<file path="src/rtl/mem_debug_dumper.sv">
// Walks data memory words 0..TAM-1 over the debug port and streams each word LSB-first to the UART TX.
// Optional MEM_DUMP_HEADER_EN prepends the two-byte header 0xA5, TAM[7:0] to every dump.
module mem_debug_dumper #(
    parameter int          NBITS = 32,
    parameter int unsigned TAM   = 16
) (
    input  logic             i_clk,
    input  logic             i_reset,
    input  logic             i_start,
    output logic [NBITS-1:0] o_debug_address,
    input  logic [NBITS-1:0] i_debug_data,
    output logic [7:0]       o_tx_data,
    output logic             o_tx_start,
    input  logic             i_tx_done,
    output logic             o_busy,
    output logic             o_done
);

    localparam int NBYTES = NBITS / 8;
    localparam int IDX_W  = (NBYTES > 1) ? $clog2(NBYTES) : 1;
    localparam logic [IDX_W-1:0] LAST_IDX  = IDX_W'(NBYTES - 1);
    localparam logic [NBITS-1:0] LAST_ADDR = NBITS'(TAM - 1);
`ifdef MEM_DUMP_HEADER_EN
    localparam logic [7:0] HDR_MAGIC = 8'hA5;
    localparam logic [7:0] HDR_TAM   = 8'(TAM);
`endif

    typedef enum logic [2:0] {
        S_IDLE,
        S_SETTLE,
        S_LATCH,
        S_SEND,
        S_WAIT,
        S_DONE
    } state_t;

    state_t           state_q, state_d;
    logic [NBITS-1:0] addr_q, addr_d;
    logic [NBITS-1:0] shift_q, shift_d;
    logic [NBITS-1:0] shift_next;
    logic [IDX_W-1:0] idx_q, idx_d;
    logic [7:0]       tx_data_q, tx_data_d;
    logic             tx_start_q, tx_start_d;
    logic             busy_q, busy_d;
    logic             done_q, done_d;
`ifdef MEM_DUMP_HEADER_EN
    // 2: magic byte in flight, 1: TAM byte in flight, 0: data phase
    logic [1:0]       hdr_q, hdr_d;
`endif

    assign shift_next = shift_q >> 8;

    always_comb begin
        state_d    = state_q;
        addr_d     = addr_q;
        shift_d    = shift_q;
        idx_d      = idx_q;
        tx_data_d  = tx_data_q;
        tx_start_d = 1'b0;
        busy_d     = busy_q;
        done_d     = 1'b0;
`ifdef MEM_DUMP_HEADER_EN
        hdr_d      = hdr_q;
`endif
        case (state_q)
            S_IDLE: begin
                if (i_start) begin
                    addr_d = '0;
                    busy_d = 1'b1;
`ifdef MEM_DUMP_HEADER_EN
                    hdr_d     = 2'd2;
                    tx_data_d = HDR_MAGIC;
                    state_d   = S_SEND;
`else
                    state_d   = S_SETTLE;
`endif
                end
            end
            // Address has been stable since entry; the memory read path resolves here.
            S_SETTLE: state_d = S_LATCH;
            S_LATCH: begin
                shift_d   = i_debug_data;
                idx_d     = '0;
                tx_data_d = i_debug_data[7:0];
                state_d   = S_SEND;
            end
            S_SEND: begin
                tx_start_d = 1'b1;
                state_d    = S_WAIT;
            end
            S_WAIT: begin
                if (i_tx_done) begin
`ifdef MEM_DUMP_HEADER_EN
                    if (hdr_q == 2'd2) begin
                        hdr_d     = 2'd1;
                        tx_data_d = HDR_TAM;
                        state_d   = S_SEND;
                    end else if (hdr_q == 2'd1) begin
                        hdr_d   = 2'd0;
                        state_d = S_SETTLE;
                    end else
`endif
                    begin
                        if (idx_q != LAST_IDX) begin
                            shift_d   = shift_next;
                            idx_d     = idx_q + IDX_W'(1);
                            tx_data_d = shift_next[7:0];
                            state_d   = S_SEND;
                        end else if (addr_q == LAST_ADDR) begin
                            busy_d  = 1'b0;
                            done_d  = 1'b1;
                            state_d = S_DONE;
                        end else begin
                            addr_d  = addr_q + NBITS'(1);
                            state_d = S_SETTLE;
                        end
                    end
                end
            end
            S_DONE:  state_d = S_IDLE;
            default: state_d = S_IDLE;
        endcase
    end

    always_ff @(posedge i_clk or posedge i_reset) begin
        if (i_reset) begin
            state_q    <= S_IDLE;
            addr_q     <= '0;
            shift_q    <= '0;
            idx_q      <= '0;
            tx_data_q  <= '0;
            tx_start_q <= 1'b0;
            busy_q     <= 1'b0;
            done_q     <= 1'b0;
`ifdef MEM_DUMP_HEADER_EN
            hdr_q      <= 2'd0;
`endif
        end else begin
            state_q    <= state_d;
            addr_q     <= addr_d;
            shift_q    <= shift_d;
            idx_q      <= idx_d;
            tx_data_q  <= tx_data_d;
            tx_start_q <= tx_start_d;
            busy_q     <= busy_d;
            done_q     <= done_d;
`ifdef MEM_DUMP_HEADER_EN
            hdr_q      <= hdr_d;
`endif
        end
    end

    assign o_debug_address = addr_q;
    assign o_tx_data       = tx_data_q;
    assign o_tx_start      = tx_start_q;
    assign o_busy          = busy_q;
    assign o_done          = done_q;

endmodule

</file>
<file path="config.mk">
export PLATFORM = sky130hd
export DESIGN_NAME = mem_debug_dumper
export DESIGN_NICKNAME = d
export VERILOG_FILES = /design/src/rtl/mem_debug_dumper.sv
export SDC_FILE = /design/constraint.sdc
export NUM_CORES = 1
export LEC_CHECK = 0
export ABC_CLOCK_PERIOD_IN_PS = 4750
export BUFFER_PORTS_ARGS = -buffer_cell sky130_fd_sc_hd__clkbuf_2
export CAP_MARGIN = 20
export CORE_UTILIZATION = 50
export CTS_CLUSTER_DIAMETER = 30
export DETAILED_ROUTE_END_ITERATION = 16
export PLACE_DENSITY = 0.74
export REMOVE_ABC_BUFFERS = 1
export SLEW_MARGIN = 20
export SYNTH_ARGS = -nofsm -noshare
export SYNTH_HDL_FRONTEND = slang
export SYNTH_SLANG_ARGS = --single-unit
export TNS_END_PERCENT = 1
</file>
<file path="constraint.sdc">
create_clock -name i_clk -period 4.75 [get_ports i_clk]
set_input_delay 0.95 -clock i_clk [delete_from_list [all_inputs] [get_ports i_clk]]
set_output_delay 0.95 -clock i_clk [all_outputs]
set_load 0.03 [all_outputs]
</file>
==> metrics.cfg, run 1 <==
[drt]
drt_iter0_markers = 184
vias_per_cell = 5.84
routed_wl_mm = 8.57
first_pass_iters = 5
ant_nets = 0
drc = 0
vias = 3206
wl_per_cell_microns = 15.6

[floorplan]
rows = 31
die_area_sq_um = 7820
initial_core_util = 0.515
core-area_sq_um = 7250
io_pins = 79
die_x_microns = 88.5
fp.dieH_microns = 88.5

[layout]
drive_above_1_share = 0.249
synthToLayoutAreaGrowth_pct = 15.2
nets = 484
fillerInstances = 668
n_antenna_cell = 0

[sta]
rsz0062_at_grt = no
post-route-period-util = 0.536
fmax_mhz = 393
hold_viol_final = 0
post-route-min-period_ns = 2.55
slew_headroom = 0.454
tightest_slew_ns = 0.818
drv_slew = 0
skew_ns = 0.00949
setup_viol = 0
fin_ws_ns = 2.20
tns_ns = 0

[placement]
routabilityCongestion = 0.818
io_buffers = 78
post-dp-hpwl_mm = 6.05
pre_cts_slack_ns = 1.95

[critical_path]
worst_setup_path_start_kind = primary input
required_ns = 5.03
crit_path_start = i_start
cp-end-kind = flip-flop
r2r_end = o_debug_address[26]
reg2regPathDepth = 5
arrival_ns = 2.83
crit_fanout = 18
r2r_start = o_debug_address[5]
critPathKind = in2reg
reg2reg_slack_ns = 2.36

[power]
power.density_nw_per_um2 = 481
ir_drop_uv = 338
power.leakage_nw = 2.20

[run_status]
status = complete, no violations

[global_routing]
grt_start_max_net_pins = 52
overflow = 0
grt_pass1_vias = 2995
grt_usage = 0.237
antenna_found_initial = 0
grt_pass1_wl_mm = 14.1

[clock_network]
htreeDepth = 3
root_buffer = clkbuf_8
clk_pin_slew_ns = 0.08
cts_made_buffers = 9
cts_tree = done
clockBufferDepth = 2
cts_resized = 0
worst_skew_pair.late_latency_ns = 0.35
cts_sinks = 72
ctsHoldBuffers = 0
postCtsSetupBuffers = 0

[yosys]
yosys.area.top_type_share = 0.482
synthArstFlopShare = 1.00
syn_inst = 384
syn_area_sq_um = 3740
synth_area_leader_cell = dfrtp_1
synth_seq_cells = 72
yosys_warnings = 0
yosysUniqueCellTypes = 49
synth_common_cells = dfrtp_1, nand2_1, o21ai_0
yosysSeqAreaShare = 0.482
synth_edf_count = 0
syn_area_per_cell_sq_um = 9.73
synth_area_leaders = dfrtp_1, mux2i_1, nand2_1
yosysMostFrequentCell = dfrtp_1
ys.flop_type = dfrtp_1

[worst_hold_path]
min_from = shift_q[18]
min_path_cells = 2
whs_endpoint = shift_q[18]
hold_path.class = reg2reg

[flow_run]
drv_cap = 0

[sequential cells by signal (all words and copies together), names as in the netlist]
name	count
idx_q	2
o_busy	1
o_debug_address	32
o_done	1
o_tx_start	1
shift_q	32
state_q	3
[worst max-delay path by stage]
stage and end:
2_1_floorplan shift_q[10], 3_3_place_gp o_debug_address[19], 3_5_place_dp o_debug_address[19], 4_1_cts o_debug_address[19], 5_1_grt o_debug_address[19], 6_report o_debug_address[19]
[placed cells by master, fill, tap and decap left out, drive strengths merged, types with 2 or more instances in the layout]
master     n
clkbuf    88
dfrtp     72
o21ai     56
nand2     53
mux2i     25
nor2      17
nand4     17
nand3     13
a21oi     11
o31ai     10
and3       9
a22o       8
nor3       8
nor4       8
xor2       6
or4        6
and4       4
or3        4
buf        4
inv        3
nor2b      2
and2       2
o211ai     2
a21o       2
ha         2
clkinvlp   2
clkinv     2
[metrics by stage]
stage	instances	hold WS (ns)	area, sq um	power, W	utilization
6_report	549	0.485	4310	0.00207	0.594
5_1_grt	549	0.515	4310	0.00222	0.594
4_1_cts	549	0.486	4300	0.00208	0.593
3_5_place_dp	534	0.470	4120	0.00162	0.567
3_3_place_gp	534	0.461	4120	0.00159	0.567
2_1_floorplan	353	0.449	3560	0.00140	-
[report_power, final]
part | switching, W | internal [W] | leakage (nW)
sequential | 0.000107 | 0.000776 | 0.947
clock | 0.000226 | 0.000240 | 0.0883
combinational | 0.000472 | 0.000247 | 1.16
[area by class of cell]
class / instances / area [sq um] / share of cell area
repair buffers: 82 / 420 / 0.0976
flip-flops and latches: 72 / 1800 / 0.418
inverters: 3 / 11.3 / 0.00262
clock buffers: 10 / 128 / 0.0296
multi-input cells: 278 / 1760 / 0.409
well taps: 99 / 124 / 0.0288
clock inverters: 5 / 58.8 / 0.0137
[logic make-up (layout without fill, tap and decap cells)]
kind of cell | count (synthesis) | count (layout) | share of synthesized area
flops | 72 | 72 | 0.482
xor+xnor | 6 | 6 | 0.0141
buf+inv | 34 | 100 | 0.0495
mux | 25 | 25 | 0.0670
simple gates | 148 | 148 | 0.225
compound gates | 97 | 97 | 0.156
fa+ha+maj | 2 | 2 | 0.00669
[worst max-delay path, cell delays in order]
cell      delay, ns
clkbuf_2       0.09
nor2b_1        0.31
o21a_1         0.65
nand2_1        0.20
or4_1          0.54
nand3_1        0.09
[per-layer routing]
layer | vias to the layer above | track usage | wire, microns
li1 | 1524 | - | -
met1 | 1542 | 0.320 | 3910
met2 | 122 | 0.373 | 3960
met3 | 18 | 0.0513 | 550
met4 | 0 | 0.0968 | 140
met5 | - | 0 | 0
Note: power is estimated with default switching activity, not from simulation.
==> inputs of run 2 (changes only) <==
--- a/config.mk
+++ b/config.mk
@@ -5,13 +5,13 @@
 export SDC_FILE = /design/constraint.sdc
 export NUM_CORES = 1
 export LEC_CHECK = 0
-export ABC_CLOCK_PERIOD_IN_PS = 4750
+export ABC_CLOCK_PERIOD_IN_PS = 2300
 export BUFFER_PORTS_ARGS = -buffer_cell sky130_fd_sc_hd__clkbuf_2
 export CAP_MARGIN = 20
-export CORE_UTILIZATION = 50
+export CORE_UTILIZATION = 49
 export CTS_CLUSTER_DIAMETER = 30
 export DETAILED_ROUTE_END_ITERATION = 16
-export PLACE_DENSITY = 0.74
+export PLACE_DENSITY = 0.76
 export REMOVE_ABC_BUFFERS = 1
 export SLEW_MARGIN = 20
 export SYNTH_ARGS = -nofsm -noshare
==> constraint.sdc (replaced) <==
create_clock -name i_clk -period 2.3 [get_ports i_clk]
set_input_delay 0.46 -clock i_clk [delete_from_list [all_inputs] [get_ports i_clk]]
set_output_delay 0.46 -clock i_clk [all_outputs]
set_load 0.03 [all_outputs]
==> run 2 against run 1 <==
Net effect:
- register-to-register slack lost 2.2 ns
- critical path type is now reg2reg
- critical path depth is the same
- flip-flop and latch count is the same
- cell count grew 2.6%
- global-route usage grew 0.60 points
- count of clock-buffer cells in the layout is the same
- first-iteration DRC count grew 5.4%
- total power grew 120%
- sequential share of layout area shrank 1.6 points
- cell area grew 3.9%
- setup slack lost 2.1 ns
- die area grew 2.0%
==> metrics.cfg, run 2 (synthesis gave the netlist of run 1 again) <==
[worst_hold_path]
hold_path.class = in2async

[drt]
ant_nets = 0
vias = 3245
routed_wl_mm = 8.99
drt_iter0_markers = 194
drc = 0
vias_per_cell = 5.76
wl_per_cell_microns = 16.0
first_pass_iters = 4

[sta]
fin_ws_ns = 0.127
tightest_slew_ns = 0.504
drv_slew = 0
slew_headroom = 0.664
setup_viol = 0
skew_ns = 0.00701
post-route-period-util = 0.945
fmax_mhz = 460
post-route-min-period_ns = 2.17
rsz0062_at_grt = no
hold_viol_final = 0

[critical_path]
crit_top_cell = or4_4
worst_setup_path_start_kind = flip-flop
cp_cell_sequence = ha_1 > nand3_2 > or4_4 > or4_4 > nand3_4 > o41ai_1
r2r_end = o_debug_address[5]
reg2regPathDepth = 6
crit_path_max_incr_delay_ns = 0.54
required_ns = 2.50
cp_top_family = simple AND/OR/NAND/NOR gates
critPathKind = reg2reg
cp-end-kind = flip-flop
path_buf_inv = 0
reg2reg_slack_ns = 0.13
cp_slowest_cell = or4_4
r2r_start = o_debug_address[1]
crit_fanout = 10
arrival_ns = 2.38

[placement]
post-dp-hpwl_mm = 6.36
pre_cts_slack_ns = 0.154
routabilityCongestion = 0.871
io_buffers = 78

[global_routing]
grt_pass1_vias = 3091
grt_pass1_wl_mm = 14.7
antenna_found_initial = 0
grt_usage = 0.243
overflow = 0
grt_start_max_net_pins = 73

[layout]
n_antenna_cell = 0
mostFrequentLayoutCells = clkbuf_2, dfrtp_1, nand2_1
final_common_cell = clkbuf_2
drive_above_1_share = 0.274
nets = 497
fillerInstances = 625
synthToLayoutAreaGrowth_pct = 19.7

[clock_network]
cts_resized = 0
ctsHoldBuffers = 0
htreeDepth = 3
clockBufferDepth = 2
postCtsSetupBuffers = 0
clk_pin_slew_ns = 0.08
cts_sinks = 72
root_buffer = clkbuf_8
worst_skew_pair.late_latency_ns = 0.33
cts_made_buffers = 9
cts_tree = done

[floorplan]
die_area_sq_um = 7980
core-area_sq_um = 7330
initial_core_util = 0.510
fp.dieH_microns = 89.3
die_x_microns = 89.3
rows = 31
io_pins = 79

[power]
power.leakage_nw = 2.29
total_power_w = 0.00458
power.density_nw_per_um2 = 1020
ir_drop_uv = 659

[run_status]
status = complete, no violations

[flow_run]
drv_cap = 0

-- run 2: final cells by class --
cell class                 count  area, sq um  share of cell area
sequential                    72         1800               0.403
clock buffer                  10          138              0.0308
multi-input combinational    278         1760               0.394
tap                           99          124              0.0277
timing repair buffer          95          543               0.121
clock inverter                 6         91.3              0.0204
inverter                       3         11.3             0.00252
-- run 2: per-layer routing --
metal	up-vias	part of all wire	routed length, microns	global-route usage
met5	-	0	0	0
met4	0	0.013	113	0.0938
met3	11	0.066	591	0.0416
met2	128	0.47	4250	0.396
met1	1554	0.45	4030	0.326
li1	1552	-	-	-
-- run 2: metrics by stage --
step / utilization / cells / hold slack, ns / TNS, ns / cell area [sq um]
after floorplan: - / 353 / 0.449 / -31.05 / 3560
after global placement: 0.578 / 547 / 0.462 / 0 / 4240
after detailed placement: 0.578 / 547 / 0.471 / 0 / 4240
after CTS: 0.609 / 563 / 0.196 / 0 / 4470
after global routing: 0.610 / 563 / 0.206 / 0 / 4470
final: 0.610 / 563 / 0.185 / 0 / 4470
-- run 2: how the worst max path moves through the flow --
stage	startpoint	to	slack (ns)	depth (start not counted)
6_report	o_debug_address[1]	o_debug_address[5]	0.13	6
5_1_grt	o_debug_address[28]	o_debug_address[2]	0.05	6
4_1_cts	o_debug_address[1]	o_debug_address[5]	0.14	6
3_5_place_dp	o_debug_address[1]	o_debug_address[5]	0.15	6
3_3_place_gp	o_debug_address[1]	o_debug_address[6]	0.21	6
2_1_floorplan	state_q[2]	shift_q[10]	-0.93	4
-- run 2: power breakdown --
| group | internal [W] | switching, W |
|---|---|---|
| Combinational | 0.000608 | 0.00102 |
| Sequential | 0.00160 | 0.000218 |
| Clock | 0.000644 | 0.000493 |
-- run 2: worst reg2reg max path: stages (launching register included) --
cell,delay [ns]
dfrtp_1,0.42
ha_1,0.24
nand3_2,0.11
or4_4,0.47
or4_4,0.54
nand3_4,0.18
o41ai_1,0.09
